**src/rtl/imuldiv_int_mul_iter_param_pkg.sv**
```systemverilog
// Shared types and helpers for the iterative multiplier (and the divider that follows it).
package imuldiv_int_mul_iter_param_pkg;

    localparam int unsigned STATE_W = 2;

    // Sequencer states shared by the iterative mul/div units
    typedef enum logic [STATE_W-1:0] {
        ST_IDLE = 2'd0,
        ST_CALC = 2'd1,
        ST_SIGN = 2'd2,
        ST_DONE = 2'd3
    } mul_state_e;

    // Ceiling log2, usable in constant expressions
    function automatic int unsigned clog2(input int unsigned v);
        int unsigned r;
        r = 0;
        for (int unsigned x = v - 1; x != 0; x = x >> 1) begin
            r = r + 1;
        end
        return r;
    endfunction

endpackage

```
**src/rtl/imuldiv_int_mul_iter_param_if.sv**
```systemverilog
// val/rdy request/response bundle for the imuldiv multiplier.
interface imuldiv_int_mul_iter_param_if #(
    parameter int unsigned W = 32
);
    logic [W-1:0]   mulreq_msg_a;
    logic [W-1:0]   mulreq_msg_b;
    logic           mulreq_msg_signed;
    logic           mulreq_val;
    logic           mulreq_rdy;
    logic [2*W-1:0] mulresp_msg_result;
    logic           mulresp_val;
    logic           mulresp_rdy;

    // Requester side
    modport master (
        output mulreq_msg_a,
        output mulreq_msg_b,
        output mulreq_msg_signed,
        output mulreq_val,
        input  mulreq_rdy,
        input  mulresp_msg_result,
        input  mulresp_val,
        output mulresp_rdy
    );

    // Multiplier side
    modport slave (
        input  mulreq_msg_a,
        input  mulreq_msg_b,
        input  mulreq_msg_signed,
        input  mulreq_val,
        output mulreq_rdy,
        output mulresp_msg_result,
        output mulresp_val,
        input  mulresp_rdy
    );
endinterface

```
**src/rtl/imuldiv_int_mul_iter_param_dpath.sv**
```systemverilog
// Datapath of the iterative multiplier: operand magnitudes, shift-add accumulator,
// iteration counter and final sign correction.
module imuldiv_int_mul_iter_param_dpath
    import imuldiv_int_mul_iter_param_pkg::*;
#(
    parameter int unsigned W = 32
) (
    input  logic           clk,
    input  logic           reset_n,
    input  logic [W-1:0]   a_in,
    input  logic [W-1:0]   b_in,
    input  logic           signed_in,
    input  logic           load,
    input  logic           calc_en,
    input  logic           sign_en,
    output logic [2*W-1:0] result,
    output logic           counter_is_zero,
    output logic           b_rest_zero
);

    localparam int unsigned CNT_W = clog2(W);
    localparam int unsigned PW    = 2 * W;

    logic [PW-1:0]    a_reg;
    logic [W-1:0]     b_reg;
    logic [PW-1:0]    result_reg;
    logic [CNT_W-1:0] cnt;
    logic             neg;

    logic [W-1:0]     a_mag;
    logic [W-1:0]     b_mag;
    logic             neg_in;
    logic [PW-1:0]    sum;
    logic [PW-1:0]    negated;

    // Operand magnitudes; -2^(W-1) maps onto itself, read as unsigned 2^(W-1)
    always_comb begin
        a_mag  = (signed_in && a_in[W-1]) ? (~a_in + W'(1)) : a_in;
        b_mag  = (signed_in && b_in[W-1]) ? (~b_in + W'(1)) : b_in;
        neg_in = signed_in && (a_in[W-1] ^ b_in[W-1]);
    end

    // Full-width adder and two's complement negate; magnitudes cannot overflow 2W bits
    always_comb begin
        sum     = result_reg + a_reg;
        negated = ~result_reg + PW'(1);
    end

    // Status back to the controller
    always_comb begin
        counter_is_zero = (cnt == '0);
        b_rest_zero     = (b_reg[W-1:1] == '0);
    end

    // Operand, accumulator and counter registers
    always_ff @(posedge clk or negedge reset_n) begin
        if (!reset_n) begin
            a_reg      <= '0;
            b_reg      <= '0;
            result_reg <= '0;
            cnt        <= '0;
            neg        <= 1'b0;
        end else if (load) begin
            a_reg      <= PW'(a_mag);
            b_reg      <= b_mag;
            result_reg <= '0;
            cnt        <= CNT_W'(W - 1);
            neg        <= neg_in;
        end else if (calc_en) begin
            if (b_reg[0]) begin
                result_reg <= sum;
            end
            a_reg <= a_reg << 1;
            b_reg <= b_reg >> 1;
            cnt   <= cnt - CNT_W'(1);
        end else if (sign_en) begin
            if (neg) begin
                result_reg <= negated;
            end
        end
    end

    assign result = result_reg;

endmodule

```
**src/rtl/imuldiv_int_mul_iter_param.sv**
```systemverilog
// Parametrised iterative shift-add multiplier: control FSM plus datapath instance.
// Returns a 2W-bit product per request; optional early exit once b's remaining bits are zero.
module imuldiv_int_mul_iter_param
    import imuldiv_int_mul_iter_param_pkg::*;
#(
    parameter int unsigned W          = 32,
    parameter bit          EARLY_TERM = 1'b1
) (
    input  logic                         clk,
    input  logic                         reset_n,
    imuldiv_int_mul_iter_param_if.slave  mul
);

    mul_state_e state;
    mul_state_e state_next;

    logic       rdy_q;
    logic       val_q;

    logic       load;
    logic       calc_en;
    logic       sign_en;
    logic       counter_is_zero;
    logic       b_rest_zero;

    logic [2*W-1:0] result;

    // State register; handshake outputs are registered decodes of the next state
    always_ff @(posedge clk or negedge reset_n) begin
        if (!reset_n) begin
            state <= ST_IDLE;
            rdy_q <= 1'b0;
            val_q <= 1'b0;
        end else begin
            state <= state_next;
            rdy_q <= (state_next == ST_IDLE);
            val_q <= (state_next == ST_DONE);
        end
    end

    // Next-state and datapath control
    always_comb begin
        state_next = state;
        load       = 1'b0;
        calc_en    = 1'b0;
        sign_en    = 1'b0;
        unique case (state)
            ST_IDLE: begin
                if (mul.mulreq_val && rdy_q) begin
                    load       = 1'b1;
                    state_next = ST_CALC;
                end
            end
            ST_CALC: begin
                calc_en = 1'b1;
                if (counter_is_zero || (EARLY_TERM && b_rest_zero)) begin
                    state_next = ST_SIGN;
                end
            end
            ST_SIGN: begin
                sign_en    = 1'b1;
                state_next = ST_DONE;
            end
            ST_DONE: begin
                if (mul.mulresp_rdy) begin
                    state_next = ST_IDLE;
                end
            end
            default: state_next = ST_IDLE;
        endcase
    end

    imuldiv_int_mul_iter_param_dpath #(
        .W (W)
    ) u_dpath (
        .clk             (clk),
        .reset_n         (reset_n),
        .a_in            (mul.mulreq_msg_a),
        .b_in            (mul.mulreq_msg_b),
        .signed_in       (mul.mulreq_msg_signed),
        .load            (load),
        .calc_en         (calc_en),
        .sign_en         (sign_en),
        .result          (result),
        .counter_is_zero (counter_is_zero),
        .b_rest_zero     (b_rest_zero)
    );

    assign mul.mulreq_rdy         = rdy_q;
    assign mul.mulresp_val        = val_q;
    assign mul.mulresp_msg_result = result;

endmodule

```
**src/flat_wrapper.sv**
```systemverilog
// flat-port wrapper written by rule: the top's interface ports become plain ports
module imuldiv_int_mul_iter_param_flat import imuldiv_int_mul_iter_param_pkg::*;
#(
    parameter int unsigned W          = 32,
    parameter bit          EARLY_TERM = 1'b1
)
  (clk, reset_n, mul_mulreq_msg_a, mul_mulreq_msg_b, mul_mulreq_msg_signed, mul_mulreq_val, mul_mulreq_rdy, mul_mulresp_msg_result, mul_mulresp_val, mul_mulresp_rdy);
  imuldiv_int_mul_iter_param_if #(.W(W)) mul_i ();
  input  logic clk;
  input  logic reset_n;
  input wire logic [$bits(mul_i.mulreq_msg_a)-1:0] mul_mulreq_msg_a;
  input wire logic [$bits(mul_i.mulreq_msg_b)-1:0] mul_mulreq_msg_b;
  input wire logic [$bits(mul_i.mulreq_msg_signed)-1:0] mul_mulreq_msg_signed;
  input wire logic [$bits(mul_i.mulreq_val)-1:0] mul_mulreq_val;
  output wire logic [$bits(mul_i.mulreq_rdy)-1:0] mul_mulreq_rdy;
  output wire logic [$bits(mul_i.mulresp_msg_result)-1:0] mul_mulresp_msg_result;
  output wire logic [$bits(mul_i.mulresp_val)-1:0] mul_mulresp_val;
  input wire logic [$bits(mul_i.mulresp_rdy)-1:0] mul_mulresp_rdy;
  assign mul_i.mulreq_msg_a = mul_mulreq_msg_a;
  assign mul_i.mulreq_msg_b = mul_mulreq_msg_b;
  assign mul_i.mulreq_msg_signed = mul_mulreq_msg_signed;
  assign mul_i.mulreq_val = mul_mulreq_val;
  assign mul_mulreq_rdy = mul_i.mulreq_rdy;
  assign mul_mulresp_msg_result = mul_i.mulresp_msg_result;
  assign mul_mulresp_val = mul_i.mulresp_val;
  assign mul_i.mulresp_rdy = mul_mulresp_rdy;
  imuldiv_int_mul_iter_param #(.W(W), .EARLY_TERM(EARLY_TERM)) u_core (.clk(clk), .reset_n(reset_n), .mul(mul_i));
endmodule
```
**config.mk**
```make
export PLATFORM = sky130hd
export DESIGN_NAME = imuldiv_int_mul_iter_param_flat
export DESIGN_NICKNAME = d
export VERILOG_FILES = /design/src/rtl/imuldiv_int_mul_iter_param_pkg.sv /design/src/rtl/imuldiv_int_mul_iter_param_if.sv /design/src/rtl/imuldiv_int_mul_iter_param_dpath.sv /design/src/rtl/imuldiv_int_mul_iter_param.sv /design/src/flat_wrapper.sv
export SDC_FILE = /design/constraint.sdc
export NUM_CORES = 1
export LEC_CHECK = 0
export ABC_AREA = 0
export BUFFER_PORTS_ARGS = -buffer_cell sky130_fd_sc_hd__clkbuf_2
export CAP_MARGIN = 0
export CORE_MARGIN = 2
export CORE_UTILIZATION = 41
export CTS_CLUSTER_SIZE = 10
export DETAILED_ROUTE_END_ITERATION = 10
export GPL_TIMING_DRIVEN = 0
export SLEW_MARGIN = 30
export SYNTH_ARGS = -nofsm -noshare
export SYNTH_HDL_FRONTEND = slang
export SYNTH_SLANG_ARGS = --single-unit
export TNS_END_PERCENT = 1
```
**constraint.sdc**
```tcl
create_clock -name clk -period 4 [get_ports clk]
set_input_delay 0.8 -clock clk [delete_from_list [all_inputs] [get_ports clk]]
set_output_delay 0.8 -clock clk [all_outputs]
set_load 0.01 [all_outputs]
```
-- Word-level counts from Yosys, hierarchy flattened
Index checks and enable logic that the tools add are counted.
- bits in registers: 170
- output and inout bits: 66
- word-level logic and storage cells: 56
- add/subtract/negate cells: 5
- eq/ne operators: 5
- multiplexer cells: 21
- bitwise gates (word level): 4
- reductions and logical operators: 13
- operators by type and width (cell ; number):
    $mux 64 ; 7
    $mux 32 ; 4
    $add 32x1->32 const B ; 2
    $add 64x1->64 const B ; 1
    $add 64x64->64 ; 1
    $not 32->32 ; 2
    $not 64->64 ; 1
    $logic_not 31->1 ; 1
    $mux 5 ; 2
    $pmux 2 s4 ; 1
    $eq 2x2->1 const B ; 3
    $mux 2 ; 3
    $reduce_bool 3->1 ; 2
    $logic_not 5->1 ; 1
    $sub 5x1->5 const B ; 1
    $logic_and 1x1->1 ; 4
    $logic_not 2->1 ; 2
    $mux 1 ; 4
    $ne 3x2->1 const B ; 1
    $reduce_and 3->1 ; 1
    $eq 2x1->1 const B ; 1
    $reduce_bool 2->1 ; 1
    $logic_or 1x1->1 ; 1
    $xor 1x1->1 ; 1

-- Depth between registers and ports, before layout
Gate-level depths: netlist of the first run.
- depth in word-level cells: 6
- depth in mapped cells: 14
- mapped depth without buffers: 14

-- Cells and area by module
Synthesis of the first run repeated with hierarchy kept, for this count alone.
- cell total of the unflattened synthesis: 1717
- area, all modules: 13859.5 µm²
- modules (own cells, without submodules) (module ; instances ; cells each ; area each (µm²)):
    imuldiv_int_mul_iter_param_dpath ; 1 ; 1704 ; 13684.4
    imuldiv_int_mul_iter_param ; 1 ; 13 ; 175.2

-- Least setup slack after synthesis of the first run
Ideal clock, no wire load.
- kind: register to register
- from: register u_core.u_dpath.result_reg[1], in the netlist u_core.u_dpath.result[1]
- to: register u_core.u_dpath.result_reg[62], in the netlist u_core.u_dpath.result[62]
- setup time: 0.069 ns
- data arrival time: 3.199 ns
- data required time: 3.931 ns
- setup slack: 0.731 ns
- cell stages (with the launch flop): 14
- buffers on the path: 0
- clock period less this slack: 3.269 ns
- cell sequence: dfrtp_1 > inv_1 > ha_1 > nor3b_1 > nand2_1 > nor3_1 > nand2_1 > nor3_1 > nand3_1 > or3_1 > or2_0 > a31oi_1 > a21oi_1 > nand3_1
- cells in the longest elaborated chain, start to end: 6
- ends and longest elaborated chain (item ; line ; RTL):
    start: declaration ; imuldiv_int_mul_iter_param_dpath.sv:26 ; logic [PW-1:0] result_reg;
    start signal: assignment ; imuldiv_int_mul_iter_param_dpath.sv:71 ; result_reg <= sum;
    start signal: assignment ; imuldiv_int_mul_iter_param_dpath.sv:78 ; result_reg <= negated;
    $not 64->64 ; imuldiv_int_mul_iter_param_dpath.sv:46 ; negated = ~result_reg + PW'(1);
    $add 64x1->64 ; imuldiv_int_mul_iter_param_dpath.sv:46 ;
    $mux 64 ; imuldiv_int_mul_iter_param_dpath.sv:77 ; if (neg) begin
    $mux 64 ; imuldiv_int_mul_iter_param_dpath.sv:76 ; end else if (sign_en) begin
    $mux 64 (*) ; imuldiv_int_mul_iter_param_dpath.sv:69 ; end else if (calc_en) begin
    $mux 64 (*) ; imuldiv_int_mul_iter_param_dpath.sv:63 ; end else if (load) begin
Every way passes the cells marked *; elsewhere a longest branch is shown, timed or not. The select of a mux whose other input is x is not followed.
A chain may end at the register's enable or synchronous reset.

-- Worst setup path in the final report of the first run
- from: register u_core.u_dpath.result_reg[24], in the netlist u_core.u_dpath.result[24]
- to: register u_core.u_dpath.result_reg[63], in the netlist u_core.u_dpath.result[63]
Same word-level chain as after synthesis.

==> metrics.txt, run 1 <==
# TYPE chip_impl_metric gauge
chip_impl_metric{name="cp_data_required_time",unit="ns"} 4.33
chip_impl_metric{name="drc",unit=""} 0
chip_impl_metric{name="chipHeight",unit="um"} 187.6
chip_impl_metric{name="areaGrowthSynthToFinish",unit="%"} 14.40
chip_impl_metric{name="report.final.hold_viol_count",unit=""} 0
chip_impl_info{name="crit_path_most_repeated_cell",value="sky130_fd_sc_hd__nand4_1"} 1
chip_impl_metric{name="grt_pass1_wl",unit="mm"} 70.76
chip_impl_metric{name="globalRouteOverflowTotal",unit=""} 0
chip_impl_metric{name="synthDominantCellAreaShare",unit="%"} 30.78
chip_impl_info{name="holdCritPathClass",value="primary input to asynchronous set/reset pin"} 1
chip_impl_metric{name="cts.sinks",unit=""} 170
chip_impl_info{name="cts_root_buf",value="sky130_fd_sc_hd__clkbuf_16"} 1
chip_impl_metric{name="power_consumption",unit="uW"} 11220
chip_impl_info{name="cp_cell_sequence",value="ha_1 > clkbuf_1 > nand4_1 > nor4_4 > o2111ai_1 > nand4_1 > a21oi_1 > a211o_1 > a31oi_1 > mux2i_1 > nand3_1 > xor2_1 > nor2_1"} 1
chip_impl_metric{name="antenna_cells",unit=""} 0
chip_impl_metric{name="port_buffers",unit=""} 134
chip_impl_metric{name="timing.final.crit_share",unit="%"} 103.0
chip_impl_info{name="tritoncts",value="yes"} 1
chip_impl_metric{name="synthSimpleGateAreaFrac",unit="%"} 20.82
chip_impl_metric{name="synth_mux_area_share",unit="%"} 7.949
chip_impl_info{name="synthTopCellsByCount",value="180 x sky130_fd_sc_hd__nor2_1, 175 x sky130_fd_sc_hd__nand2_1, 170 x sky130_fd_sc_hd__dfrtp_1"} 1
chip_impl_metric{name="mappedNetlistNets",unit=""} 1851
chip_impl_metric{name="layout-drive-gt1-share",unit="%"} 11.28
chip_impl_metric{name="tns",unit="ns"} -0.1238
chip_impl_metric{name="post_synth_inst_count",unit=""} 1709
chip_impl_metric{name="floorplan.initialDensity",unit="%"} 41.42
chip_impl_metric{name="syn_area",unit="um2"} 13820
chip_impl_metric{name="totalWireLength",unit="mm"} 45.20
chip_impl_metric{name="fmaxAchievable",unit="GHz"} 0.2427
chip_impl_metric{name="power_per_cell_area",unit="nW/um2"} 710.0
chip_impl_metric{name="postSynthRegisterBits",unit=""} 170
chip_impl_metric{name="area_share_of_fa_ha_maj_cells_after_synthesis",unit="%"} 6.664
chip_impl_info{name="combinational_family_with_the_most_area_after_synthesis",value="compound AO/OA/AOI/OAI gates"} 1
chip_impl_metric{name="num_vias",unit=""} 13660
chip_impl_metric{name="worst_slew_margin_rel",unit="%"} 34.25
chip_impl_metric{name="nets",unit=""} 2009
chip_impl_metric{name="hold_buffers",unit=""} 0
chip_impl_metric{name="numCtsBuffers",unit=""} 17
chip_impl_metric{name="cpPeakStageDelay",unit="ns"} 0.52
chip_impl_info{name="timing.critical_path.slowest_stage_cell",value="sky130_fd_sc_hd__dfrtp_1"} 1
chip_impl_metric{name="ff2ff_setup_slack",unit="ns"} -0.12
chip_impl_info{name="synthFlopType",value="sky130_fd_sc_hd__dfrtp_1"} 1
chip_impl_metric{name="placeableCoreArea",unit="um2"} 33360
chip_impl_info{name="cp_top_family",value="compound AO/OA/AOI/OAI gates"} 1
chip_impl_metric{name="setup-violations-final",unit=""} 2
chip_impl_metric{name="sequential_to_total_area_share_from_yosys_stat",unit="%"} 30.78
chip_impl_metric{name="ir_worst_vdd",unit="uV"} 373.9
chip_impl_metric{name="fin_skew",unit="ns"} 0.01818
chip_impl_metric{name="synth.lib_cells_used.distinct",unit=""} 75
chip_impl_metric{name="complex_gate_fraction_of_the_synthesized_area",unit="%"} 22.82
chip_impl_metric{name="num_io_pins",unit=""} 135
chip_impl_metric{name="drt_pass_1_iters",unit=""} 6
chip_impl_metric{name="postSynth.asyncResetShare",unit="%"} 100.0
chip_impl_metric{name="worst-path-buf-inv",unit=""} 1
chip_impl_metric{name="groute.usage.overall",unit="%"} 25.35
chip_impl_metric{name="core.rowCount",unit=""} 67
chip_impl_metric{name="detailed_place_hpwl",unit="mm"} 34.77
chip_impl_metric{name="fillerInstances",unit=""} 3425
chip_impl_metric{name="synthesis.area_per_instance",unit="um2"} 8.086
chip_impl_metric{name="timing.final.max_slew_violations",unit=""} 0
chip_impl_metric{name="timing.max_cap.violations",unit=""} 0
chip_impl_metric{name="avgViaCountPerCell",unit=""} 5.866
chip_impl_info{name="startpoint_type",value="flip-flop"} 1
chip_impl_metric{name="grt_max_degree",unit=""} 75
chip_impl_metric{name="final.min_clock_period",unit="ns"} 4.121
chip_impl_metric{name="seqCellArea",unit="um2"} 4254
chip_impl_metric{name="multiInputGateArea",unit="um2"} 9148
chip_impl_metric{name="number_of_enable_flip_flop_cells_after_synthesis",unit=""} 0
chip_impl_metric{name="cts_buffer_depth",unit=""} 2
chip_impl_metric{name="die_width",unit="um"} 187.6
chip_impl_info{name="post-synth-top-count-cell",value="sky130_fd_sc_hd__nor2_1"} 1
chip_impl_info{name="synth_area_leaders",value="sky130_fd_sc_hd__dfrtp_1 31%, sky130_fd_sc_hd__mux2i_1 7.5%, sky130_fd_sc_hd__ha_1 6.5%"} 1
chip_impl_metric{name="yosysWarningCount",unit=""} 0
chip_impl_metric{name="setup_ws",unit="ns"} -0.1209
chip_impl_metric{name="grt_pass1_vias",unit=""} 12790
chip_impl_metric{name="power.static_leakage",unit="uW"} 0.007016
chip_impl_metric{name="critical_path.max_fanout",unit=""} 8
chip_impl_info{name="endpoint_type_of_the_worst_setup_path",value="flip-flop"} 1
chip_impl_metric{name="routed_wire_length_per_instance",unit="um"} 19.42
chip_impl_metric{name="final_antenna_net_count",unit=""} 0
chip_impl_info{name="crit_type",value="flip-flop to flip-flop"} 1
chip_impl_metric{name="cp.arrival",unit="ns"} 4.45
chip_impl_metric{name="cts_htree_levels",unit=""} 4
chip_impl_metric{name="clk_latency",unit="ns"} 0.46
chip_impl_info{name="rsz0062_at_grt",value="true"} 1
chip_impl_info{name="synthDominantAreaCellType",value="sky130_fd_sc_hd__dfrtp_1"} 1
chip_impl_metric{name="yosys.area_share.xor_xnor",unit="%"} 7.288
chip_impl_metric{name="clk_pin_slew_worst_paths",unit="ns"} 0.08
chip_impl_info{name="run_status",value="complete, but fails checks"} 1
chip_impl_metric{name="antenna_found_initial",unit=""} 0
chip_impl_metric{name="pre_cts_slack",unit="ns"} -0.3094
chip_impl_metric{name="initialDrtViolationCount",unit=""} 883
chip_impl_info{name="violated_checks",value="setup timing"} 1
chip_impl_metric{name="design.die.area",unit="um2"} 35190
chip_impl_metric{name="routabilityCongestion",unit=""} 0.9004
chip_impl_metric{name="worst_slew_pin_slew",unit="ns"} 0.9862
-- what timing repair did --
action / CTS / global route
setup endpoints to repair: 11 / 22
resized for setup: 7 / 12
setup buffers: 0 / 3
pin swaps: 1 / 2
-- worst paths after layout --
kind	startpoint	endpoint	cells past startpoint
worst max-delay path	u_core.u_dpath.result[24]	u_core.u_dpath.result[63]	13
worst min-delay path	reset_n	u_core.u_dpath.a_reg[38]	1
worst max register to register	u_core.u_dpath.result[24]	u_core.u_dpath.result[63]	13
worst min register to register	u_core.u_dpath.neg	u_core.u_dpath.neg	2
max in group asynchronous	reset_n	u_core.u_dpath.b_reg[30]	2
min in group clk	u_core.u_dpath.neg	u_core.u_dpath.neg	2
-- cells in the final DEF, fill, tap and decap left out, types with 9 or more instances in the layout --
| cell type | n |
|---|---|
| sky130_fd_sc_hd__nor3_1 | 56 |
| sky130_fd_sc_hd__clkbuf_2 | 134 |
| sky130_fd_sc_hd__o21a_1 | 10 |
| sky130_fd_sc_hd__buf_1 | 11 |
| sky130_fd_sc_hd__o211ai_1 | 9 |
| sky130_fd_sc_hd__clkbuf_16 | 17 |
| sky130_fd_sc_hd__nand3_1 | 33 |
| sky130_fd_sc_hd__o221ai_1 | 14 |
| sky130_fd_sc_hd__mux2i_1 | 103 |
| sky130_fd_sc_hd__a221oi_1 | 20 |
| sky130_fd_sc_hd__o21bai_1 | 14 |
| sky130_fd_sc_hd__a21oi_1 | 156 |
| sky130_fd_sc_hd__inv_1 | 36 |
| sky130_fd_sc_hd__a21o_1 | 44 |
| sky130_fd_sc_hd__nand2_1 | 175 |
| sky130_fd_sc_hd__xnor2_1 | 62 |
| sky130_fd_sc_hd__a22oi_1 | 9 |
| sky130_fd_sc_hd__ha_1 | 72 |
| sky130_fd_sc_hd__a31oi_1 | 17 |
| sky130_fd_sc_hd__nor4_1 | 34 |
| sky130_fd_sc_hd__dfrtp_1 | 170 |
| sky130_fd_sc_hd__o31ai_1 | 11 |
| sky130_fd_sc_hd__o21ai_0 | 131 |
| sky130_fd_sc_hd__nand2b_1 | 16 |
| sky130_fd_sc_hd__xor2_1 | 53 |
| sky130_fd_sc_hd__nor2_1 | 180 |
| sky130_fd_sc_hd__and3_1 | 11 |
| sky130_fd_sc_hd__a211oi_1 | 15 |
| sky130_fd_sc_hd__nor2b_1 | 12 |
| sky130_fd_sc_hd__and2_1 | 14 |
| sky130_fd_sc_hd__or3_1 | 11 |
| sky130_fd_sc_hd__nand4_1 | 26 |
| sky130_fd_sc_hd__clkbuf_1 | 75 |
-- metal layers --
metal | vias up | wire length [um] | GRT usage (%)
li1 | 6580 | - | -
met1 | 6586 | 20980 | 34.78
met2 | 415 | 20390 | 40.68
met3 | 74 | 2530 | 3.837
met4 | 0 | 1301 | 8.873
met5 | - | 0 | 0
-- cells by family (layout without fill, tap and decap cells) --
kind of cell / Yosys count / count (layout)
AND/OR/NAND/NOR: 608 / 608
AO/OA/AOI/OAI: 506 / 506
flip-flops: 170 / 170
buffers and inverters: 128 / 299
XOR/XNOR: 115 / 115
multiplexers: 109 / 109
adder cells (fa/ha/maj): 73 / 73
-- through the flow --
step	instances	area (um2)	utilization, %	hold WS [ns]
2_1_floorplan	1709	13820	-	0.4348
3_3_place_gp	2291	15050	45.11	0.4618
3_5_place_dp	2293	15110	45.30	0.4802
4_1_cts	2325	15730	47.16	0.2387
5_1_grt	2328	15810	47.38	0.2523
6_report	2328	15810	47.38	0.2395
-- power breakdown --
| group | internal, uW | switching, uW |
|---|---|---|
| logic | 2390 | 3910 |
| clock network | 851 | 849 |
| registers | 2340 | 882 |
| total | 5580 | 5640 |
-- final cells by class --
type	instances	area share (%)
clock buffers	18	2.778
repair buffers	139	4.788
well taps	448	3.546
clock inverters	14	0.9023
inverters	36	0.8548
flip-flops and latches	170	26.91
multi-input cells	1411	57.86
plain buffers	92	2.359
Note: power is estimated with default switching activity, not from simulation.
==> inputs of run 2 (changes only) <==
--- a/config.mk
+++ b/config.mk
@@ -13,6 +13,7 @@
 export CTS_CLUSTER_SIZE = 10
 export DETAILED_ROUTE_END_ITERATION = 10
 export GPL_TIMING_DRIVEN = 0
+export SKIP_LAST_GASP = 1
 export SLEW_MARGIN = 30
 export SYNTH_ARGS = -nofsm -noshare
 export SYNTH_HDL_FRONTEND = slang
==> constraint.sdc (replaced) <==
create_clock -name clk -period 3.8 [get_ports clk]
set_input_delay 0.76 -clock clk [delete_from_list [all_inputs] [get_ports clk]]
set_output_delay 0.76 -clock clk [all_outputs]
set_load 0.01 [all_outputs]
==> metrics.txt, run 2 (same netlist as run 1, synthesis figures left out) <==
# TYPE chip_impl_metric gauge
chip_impl_metric{name="instances_no_fill",unit=""} 2326
chip_impl_info{name="endpoint_type_of_the_worst_setup_path",value="flip-flop"} 1
chip_impl_metric{name="num_vias",unit=""} 13600
chip_impl_metric{name="cpPeakStageDelay",unit="ns"} 0.50
chip_impl_metric{name="cts.sinks",unit=""} 170
chip_impl_metric{name="num_io_pins",unit=""} 135
chip_impl_metric{name="final_antenna_net_count",unit=""} 0
chip_impl_metric{name="routed_wire_length_per_instance",unit="um"} 19.52
chip_impl_metric{name="ir_worst_vdd",unit="uV"} 392.8
chip_impl_metric{name="clk_latency",unit="ns"} 0.46
chip_impl_metric{name="groute.usage.overall",unit="%"} 25.39
chip_impl_metric{name="floorplan.initialDensity",unit="%"} 41.42
chip_impl_metric{name="fillerInstances",unit=""} 3417
chip_impl_metric{name="totalWireLength",unit="mm"} 45.39
chip_impl_metric{name="areaGrowthSynthToFinish",unit="%"} 15.12
chip_impl_metric{name="cts_buffer_depth",unit=""} 2
chip_impl_info{name="holdCritPathClass",value="primary input to asynchronous set/reset pin"} 1
chip_impl_metric{name="grt_max_degree",unit=""} 75
chip_impl_metric{name="dp_cells",unit=""} 2293
chip_impl_metric{name="layout-drive-gt1-share",unit="%"} 12.35
chip_impl_info{name="most-common-layout-cells",value="180 x sky130_fd_sc_hd__nor2_1, 174 x sky130_fd_sc_hd__nand2_1, 169 x sky130_fd_sc_hd__dfrtp_1"} 1
chip_impl_metric{name="worst-path-buf-inv",unit=""} 0
chip_impl_metric{name="setup-violations-final",unit=""} 0
chip_impl_metric{name="drt_pass_1_iters",unit=""} 5
chip_impl_metric{name="cts_htree_levels",unit=""} 4
chip_impl_metric{name="fin_skew",unit="ns"} 0.02011
chip_impl_metric{name="core.rowCount",unit=""} 67
chip_impl_metric{name="antenna_cells",unit=""} 0
chip_impl_info{name="final_common_cell",value="sky130_fd_sc_hd__nor2_1"} 1
chip_impl_info{name="timing.critical_path.slowest_stage_cell",value="sky130_fd_sc_hd__dfrtp_1"} 1
chip_impl_metric{name="drc",unit=""} 0
chip_impl_metric{name="grt_pass1_wl",unit="mm"} 70.86
chip_impl_metric{name="die_width",unit="um"} 187.6
chip_impl_metric{name="tns",unit="ns"} 0
chip_impl_info{name="cts_root_buf",value="sky130_fd_sc_hd__clkbuf_16"} 1
chip_impl_metric{name="chipHeight",unit="um"} 187.6
chip_impl_info{name="startpoint_type",value="flip-flop"} 1
chip_impl_metric{name="pre_cts_slack",unit="ns"} -0.5094
chip_impl_metric{name="avgViaCountPerCell",unit=""} 5.849
chip_impl_info{name="cp_cell_sequence",value="ha_2 > nand4_1 > nor4_4 > o2111ai_1 > nand4_1 > a21oi_2 > a211o_1 > a31oi_1 > mux2i_1 > nand3_1 > xor2_1 > nor2_1"} 1
chip_impl_metric{name="design.die.area",unit="um2"} 35190
chip_impl_metric{name="dpl_cell_area",unit="um2"} 15110
chip_impl_info{name="crit_type",value="flip-flop to flip-flop"} 1
chip_impl_metric{name="cp_data_required_time",unit="ns"} 4.13
chip_impl_metric{name="ff2ff_setup_slack",unit="ns"} 0.07
chip_impl_info{name="tritoncts",value="yes"} 1
chip_impl_metric{name="power.static_leakage",unit="uW"} 0.007021
chip_impl_metric{name="final_standard_cell_area_without_fillers",unit="um2"} 15910
chip_impl_info{name="crit_path_most_repeated_cell",value="sky130_fd_sc_hd__nand4_1"} 1
chip_impl_metric{name="nets",unit=""} 2007
chip_impl_metric{name="detailed_place_hpwl",unit="mm"} 34.77
chip_impl_metric{name="fmaxAchievable",unit="GHz"} 0.2682
chip_impl_metric{name="placeableCoreArea",unit="um2"} 33360
chip_impl_metric{name="power_per_cell_area",unit="nW/um2"} 749.9
chip_impl_info{name="rsz0062_at_grt",value="true"} 1
chip_impl_info{name="run_status",value="completed"} 1
chip_impl_metric{name="hold_buffers",unit=""} 0
chip_impl_metric{name="worst_slew_pin_slew",unit="ns"} 1.015
chip_impl_metric{name="critical_path.max_fanout",unit=""} 7
chip_impl_metric{name="routabilityCongestion",unit=""} 0.9004
chip_impl_metric{name="port_buffers",unit=""} 134
chip_impl_metric{name="multiInputGateArea",unit="um2"} 9239
chip_impl_metric{name="globalRouteOverflowTotal",unit=""} 0
chip_impl_metric{name="numCtsBuffers",unit=""} 17
chip_impl_metric{name="timing.final.max_slew_violations",unit=""} 0
chip_impl_metric{name="final.min_clock_period",unit="ns"} 3.729
chip_impl_metric{name="timing.final.crit_share",unit="%"} 98.12
chip_impl_metric{name="timing.max_cap.violations",unit=""} 0
chip_impl_metric{name="final_core_util",unit="%"} 47.68
chip_impl_metric{name="setup_ws",unit="ns"} 0.07131
chip_impl_metric{name="grt_pass1_vias",unit=""} 12810
chip_impl_metric{name="cp.arrival",unit="ns"} 4.06
chip_impl_metric{name="clk_pin_slew_worst_paths",unit="ns"} 0.08
chip_impl_metric{name="seqCellArea",unit="um2"} 4255
chip_impl_metric{name="initialDrtViolationCount",unit=""} 880
chip_impl_metric{name="report.final.hold_viol_count",unit=""} 0
chip_impl_metric{name="worst_slew_margin_rel",unit="%"} 32.31
chip_impl_metric{name="antenna_found_initial",unit=""} 0
chip_impl_info{name="cp_top_family",value="simple AND/OR/NAND/NOR gates"} 1
[run 2: path summary, 6_finish.rpt]
check	end	from	cells after the start
worst max-delay path	u_core.u_dpath.result[63]	u_core.u_dpath.result[22]	12
worst min-delay path	u_core.u_dpath.a_reg[38]	reset_n	1
worst max register to register	u_core.u_dpath.result[63]	u_core.u_dpath.result[22]	12
worst min register to register	u_core.u_dpath.neg	u_core.u_dpath.neg	2
max in group asynchronous	u_core.u_dpath.a_reg[11]	reset_n	2
min in group clk	u_core.u_dpath.neg	u_core.u_dpath.neg	2
[run 2: report_power, final]
part | leakage [uW] | switching, uW | total, uW | internal, uW
logic | 0.00455 | 4150 | 6730 | 2580
registers | 0.00218 | 939 | 3410 | 2470
clock network | 0.000282 | 898 | 1790 | 896
total | 0.00702 | 5990 | 11900 | 5940
[run 2: timing repair]
item                                    CTS  global route
setup buffers                             2             5
pin swaps                                 2             7
cloned                                    0             0
resized for setup                         8            32
endpoints found under the setup margin   19            25
[run 2: per-stage QoR]
step	total power (uW)	hold WS, ns
4_1_cts	11750	0.1987
2_1_floorplan	7771	0.4348
3_5_place_dp	9913	0.4802
6_report	11930	0.2013
5_1_grt	12790	0.2118
3_3_place_gp	9769	0.4618
[run 2: cell type report]
cell class | instances | share of cell area [%]
Tap cell | 448 | 3.523
Clock buffer | 18 | 2.761
Timing Repair Buffer | 143 | 4.947
Buffer | 86 | 2.202
Clock inverter | 14 | 0.8966
Inverter | 36 | 0.8494
Sequential cell | 170 | 26.75
Multi-Input combinational cell | 1411 | 58.07
[run 2: routing by layer]
metal / GRT usage, % / part of all wire [%]
met1: 34.81 / 47
met4: 8.964 / 3.1
met3: 3.837 / 5.2
met2: 40.73 / 45
met5: 0 / 0
==> inputs of run 3 (changes only) <==
--- a/config.mk
+++ b/config.mk
@@ -5,7 +5,7 @@
 export SDC_FILE = /design/constraint.sdc
 export NUM_CORES = 1
 export LEC_CHECK = 0
-export ABC_AREA = 0
+export ABC_AREA = 1
 export BUFFER_PORTS_ARGS = -buffer_cell sky130_fd_sc_hd__clkbuf_2
 export CAP_MARGIN = 0
 export CORE_MARGIN = 2
==> metrics.txt, run 3 <==
# TYPE chip_impl_metric gauge
chip_impl_metric{name="mappedNetlistNets",unit=""} 3172
chip_impl_metric{name="ff2ff_setup_slack",unit="ns"} 0.43
chip_impl_info{name="synth_area_leaders",value="sky130_fd_sc_hd__dfrtp_1 24%, sky130_fd_sc_hd__nand2_1 23%, sky130_fd_sc_hd__inv_1 11%"} 1
chip_impl_metric{name="totalWireLength",unit="mm"} 77.66
chip_impl_info{name="critical_path.reg2reg.endpoint",value="u_core.u_dpath.result[38]"} 1
chip_impl_metric{name="hold_buffers",unit=""} 0
chip_impl_metric{name="num_vias",unit=""} 19810
chip_impl_metric{name="grt_max_degree",unit=""} 81
chip_impl_metric{name="chipHeight",unit="um"} 210.2
chip_impl_metric{name="synthSimpleGateAreaFrac",unit="%"} 40.79
chip_impl_metric{name="worst_slew_margin_rel",unit="%"} 30.88
chip_impl_metric{name="setup-violations-final",unit=""} 0
chip_impl_metric{name="yosys.area_share.xor_xnor",unit="%"} 4.172
chip_impl_info{name="combinational_family_with_the_most_area_after_synthesis",value="simple AND/OR/NAND/NOR gates"} 1
chip_impl_metric{name="timing.final.crit_share",unit="%"} 88.62
chip_impl_metric{name="drc",unit=""} 0
chip_impl_info{name="final_common_cell",value="sky130_fd_sc_hd__nand2_1"} 1
chip_impl_info{name="holdCritPathClass",value="primary input to asynchronous set/reset pin"} 1
chip_impl_metric{name="detailed_place_hpwl",unit="mm"} 64.19
chip_impl_metric{name="avgViaCountPerCell",unit=""} 5.302
chip_impl_metric{name="synthDominantCellAreaShare",unit="%"} 24.41
chip_impl_metric{name="initialDrtViolationCount",unit=""} 2099
chip_impl_info{name="synthFlopType",value="sky130_fd_sc_hd__dfrtp_1"} 1
chip_impl_metric{name="die_width",unit="um"} 210.2
chip_impl_metric{name="cts.sinks",unit=""} 170
chip_impl_metric{name="fin_skew",unit="ns"} 0.01724
chip_impl_metric{name="cts.repair.resized",unit=""} 0
chip_impl_info{name="cts_root_buf",value="sky130_fd_sc_hd__clkbuf_16"} 1
chip_impl_info{name="most-common-layout-cells",value="1075 x sky130_fd_sc_hd__nand2_1, 531 x sky130_fd_sc_hd__inv_1, 301 x sky130_fd_sc_hd__nor2_1"} 1
chip_impl_metric{name="globalRouteOverflowTotal",unit=""} 0
chip_impl_metric{name="areaGrowthSynthToFinish",unit="%"} 11.32
chip_impl_info{name="post-synth-top-count-cell",value="sky130_fd_sc_hd__nand2_1"} 1
chip_impl_metric{name="num_io_pins",unit=""} 135
chip_impl_metric{name="groute.usage.overall",unit="%"} 35.46
chip_impl_info{name="tritoncts",value="yes"} 1
chip_impl_metric{name="layout-drive-gt1-share",unit="%"} 7.257
chip_impl_metric{name="report.final.hold_viol_count",unit=""} 0
chip_impl_metric{name="power_per_cell_area",unit="nW/um2"} 891.5
chip_impl_metric{name="sequential_to_total_area_share_from_yosys_stat",unit="%"} 24.41
chip_impl_metric{name="complex_gate_fraction_of_the_synthesized_area",unit="%"} 12.08
chip_impl_metric{name="synth.lib_cells_used.distinct",unit=""} 51
chip_impl_metric{name="core.rowCount",unit=""} 75
chip_impl_metric{name="port_buffers",unit=""} 134
chip_impl_metric{name="nets",unit=""} 3327
chip_impl_metric{name="timing.final.max_slew_violations",unit=""} 0
chip_impl_metric{name="clk_latency",unit="ns"} 0.51
chip_impl_metric{name="number_of_enable_flip_flop_cells_after_synthesis",unit=""} 0
chip_impl_metric{name="fillerInstances",unit=""} 4654
chip_impl_metric{name="synthesis.area_per_instance",unit="um2"} 5.751
chip_impl_metric{name="worst_r2r_path_depth",unit=""} 8
chip_impl_metric{name="floorplan.initialDensity",unit="%"} 41.54
chip_impl_metric{name="antenna_found_initial",unit=""} 0
chip_impl_metric{name="syn_area",unit="um2"} 17420
chip_impl_info{name="crit-reg2reg-launch",value="u_core.state[1]"} 1
chip_impl_info{name="synthDominantAreaCellType",value="sky130_fd_sc_hd__dfrtp_1"} 1
chip_impl_metric{name="post_synth_inst_count",unit=""} 3030
chip_impl_metric{name="design.die.area",unit="um2"} 44160
chip_impl_metric{name="fmaxAchievable",unit="GHz"} 0.2970
chip_impl_metric{name="placeableCoreArea",unit="um2"} 41950
chip_impl_metric{name="cts_buffer_depth",unit=""} 2
chip_impl_metric{name="yosysWarningCount",unit=""} 0
chip_impl_metric{name="power.static_leakage",unit="uW"} 0.01097
chip_impl_metric{name="postSynth.asyncResetShare",unit="%"} 100.0
chip_impl_metric{name="grt_pass1_vias",unit=""} 18590
chip_impl_metric{name="ir_worst_vdd",unit="uV"} 386.9
chip_impl_info{name="startpoint_type",value="flip-flop"} 1
chip_impl_metric{name="cts_htree_levels",unit=""} 4
chip_impl_metric{name="clk_pin_slew_worst_paths",unit="ns"} 0.07
chip_impl_metric{name="final.min_clock_period",unit="ns"} 3.367
chip_impl_metric{name="area_share_of_fa_ha_maj_cells_after_synthesis",unit="%"} 5.285
chip_impl_info{name="run_status",value="completed"} 1
chip_impl_metric{name="critical_path.max_fanout",unit=""} 10
chip_impl_metric{name="worst_slew_pin_slew",unit="ns"} 1.037
chip_impl_info{name="crit_type",value="flip-flop to flip-flop"} 1
chip_impl_info{name="rsz0062_at_grt",value="false"} 1
chip_impl_metric{name="synth_mux_area_share",unit="%"} 0
chip_impl_metric{name="drt_pass_1_iters",unit=""} 6
chip_impl_info{name="synthTopCellsByCount",value="1075 x sky130_fd_sc_hd__nand2_1, 531 x sky130_fd_sc_hd__inv_1, 301 x sky130_fd_sc_hd__nor2_1"} 1
chip_impl_metric{name="numCtsBuffers",unit=""} 17
chip_impl_metric{name="postSynthRegisterBits",unit=""} 170
chip_impl_metric{name="routabilityCongestion",unit=""} 1.015
chip_impl_metric{name="grt_pass1_wl",unit="mm"} 114.7
chip_impl_metric{name="cp.arrival",unit="ns"} 3.76
chip_impl_metric{name="antenna_cells",unit=""} 0
chip_impl_metric{name="final_antenna_net_count",unit=""} 0
chip_impl_metric{name="routed_wire_length_per_instance",unit="um"} 20.79
chip_impl_metric{name="fin_worst_hold_slack",unit="ns"} 0.1400
chip_impl_metric{name="timing.max_cap.violations",unit=""} 0
chip_impl_metric{name="cp_data_required_time",unit="ns"} 4.19
chip_impl_metric{name="power_consumption",unit="uW"} 17290
chip_impl_info{name="endpoint_type_of_the_worst_setup_path",value="flip-flop"} 1
chip_impl_metric{name="postCtsSetupRepairBufs",unit=""} 0
==> run 3: critical path: stages (launching register included) <==
cell                       delay, ns
sky130_fd_sc_hd__dfrtp_1        0.42
sky130_fd_sc_hd__inv_1          0.12
sky130_fd_sc_hd__ha_1           0.24
sky130_fd_sc_hd__buf_2          0.43
sky130_fd_sc_hd__clkbuf_1       0.59
sky130_fd_sc_hd__buf_1          0.75
sky130_fd_sc_hd__nand3_1        0.48
sky130_fd_sc_hd__nand2_1        0.15
sky130_fd_sc_hd__nand2_1        0.05
==> run 3: worst max-delay path by stage <==
stage / from / end / slack (ns) / depth (start not counted)
2_1_floorplan: mul_mulreq_msg_b[0] / u_core.u_dpath.b_reg[18] / 1.72 / 12
4_1_cts: u_core.state[1] / u_core.u_dpath.result[38] / 0.48 / 8
6_report: u_core.state[1] / u_core.u_dpath.result[38] / 0.43 / 8
5_1_grt: u_core.state[1] / u_core.u_dpath.result[38] / 0.39 / 8
3_3_place_gp: reset_n / u_core.u_dpath.b_reg[5] / -1.48 / 1
3_5_place_dp: u_core.state[1] / u_core.u_dpath.result[38] / 0.51 / 8
==> run 3: cells by family (layout without fill, tap and decap cells) <==
family,count (synthesis),in the layout
xor gates and xnor gates,83,83
buffers and inverters,610,777
adders and majority gates,73,73
AOI/OAI and AO/OA,383,383
DFF,170,170
and+or+nand+nor,1711,1711
==> run 3: where the power goes <==
group | switching (uW) | leakage [uW] | total (uW) | internal [uW]
clock | 933 | 0.000275 | 1800 | 863
sequential | 1350 | 0.00216 | 3970 | 2620
combinational | 8230 | 0.00853 | 11500 | 3300
==> run 3: layer usage <==
| layer | GRT usage [%] | routed length (um) |
|---|---|---|
| met5 | 0 | 0 |
| met1 | 47.08 | 34250 |
| met4 | 15.75 | 3256 |
| met3 | 5.259 | 5332 |
| met2 | 57.23 | 34820 |
==> run 3: area by class of cell <==
class | count | area (um2) | area share, %
plain buffers | 69 | 280.3 | 1.445
multi-input cells | 2250 | 10860 | 55.99
clock buffers | 17 | 425.4 | 2.193
well taps | 539 | 674.4 | 3.477
clock inverters | 14 | 135.1 | 0.6966
inverters | 541 | 2033 | 10.48
flip-flops and latches | 170 | 4254 | 21.93
repair buffers | 136 | 734.5 | 3.786
==> run 3: metrics by stage <==
step | utilization [%] | setup slack (ns) | instances | setup TNS (ns) | instance area [um2]
after floorplan | - | 1.721 | 3030 | 0 | 17420
after global placement | 44.75 | -1.483 | 3703 | -244.18 | 18770
after detailed placement | 44.91 | 0.5060 | 3705 | 0 | 18840
after CTS | 46.24 | 0.4817 | 3736 | 0 | 19400
after global routing | 46.24 | 0.3946 | 3736 | 0 | 19400
final | 46.24 | 0.4326 | 3736 | 0 | 19400
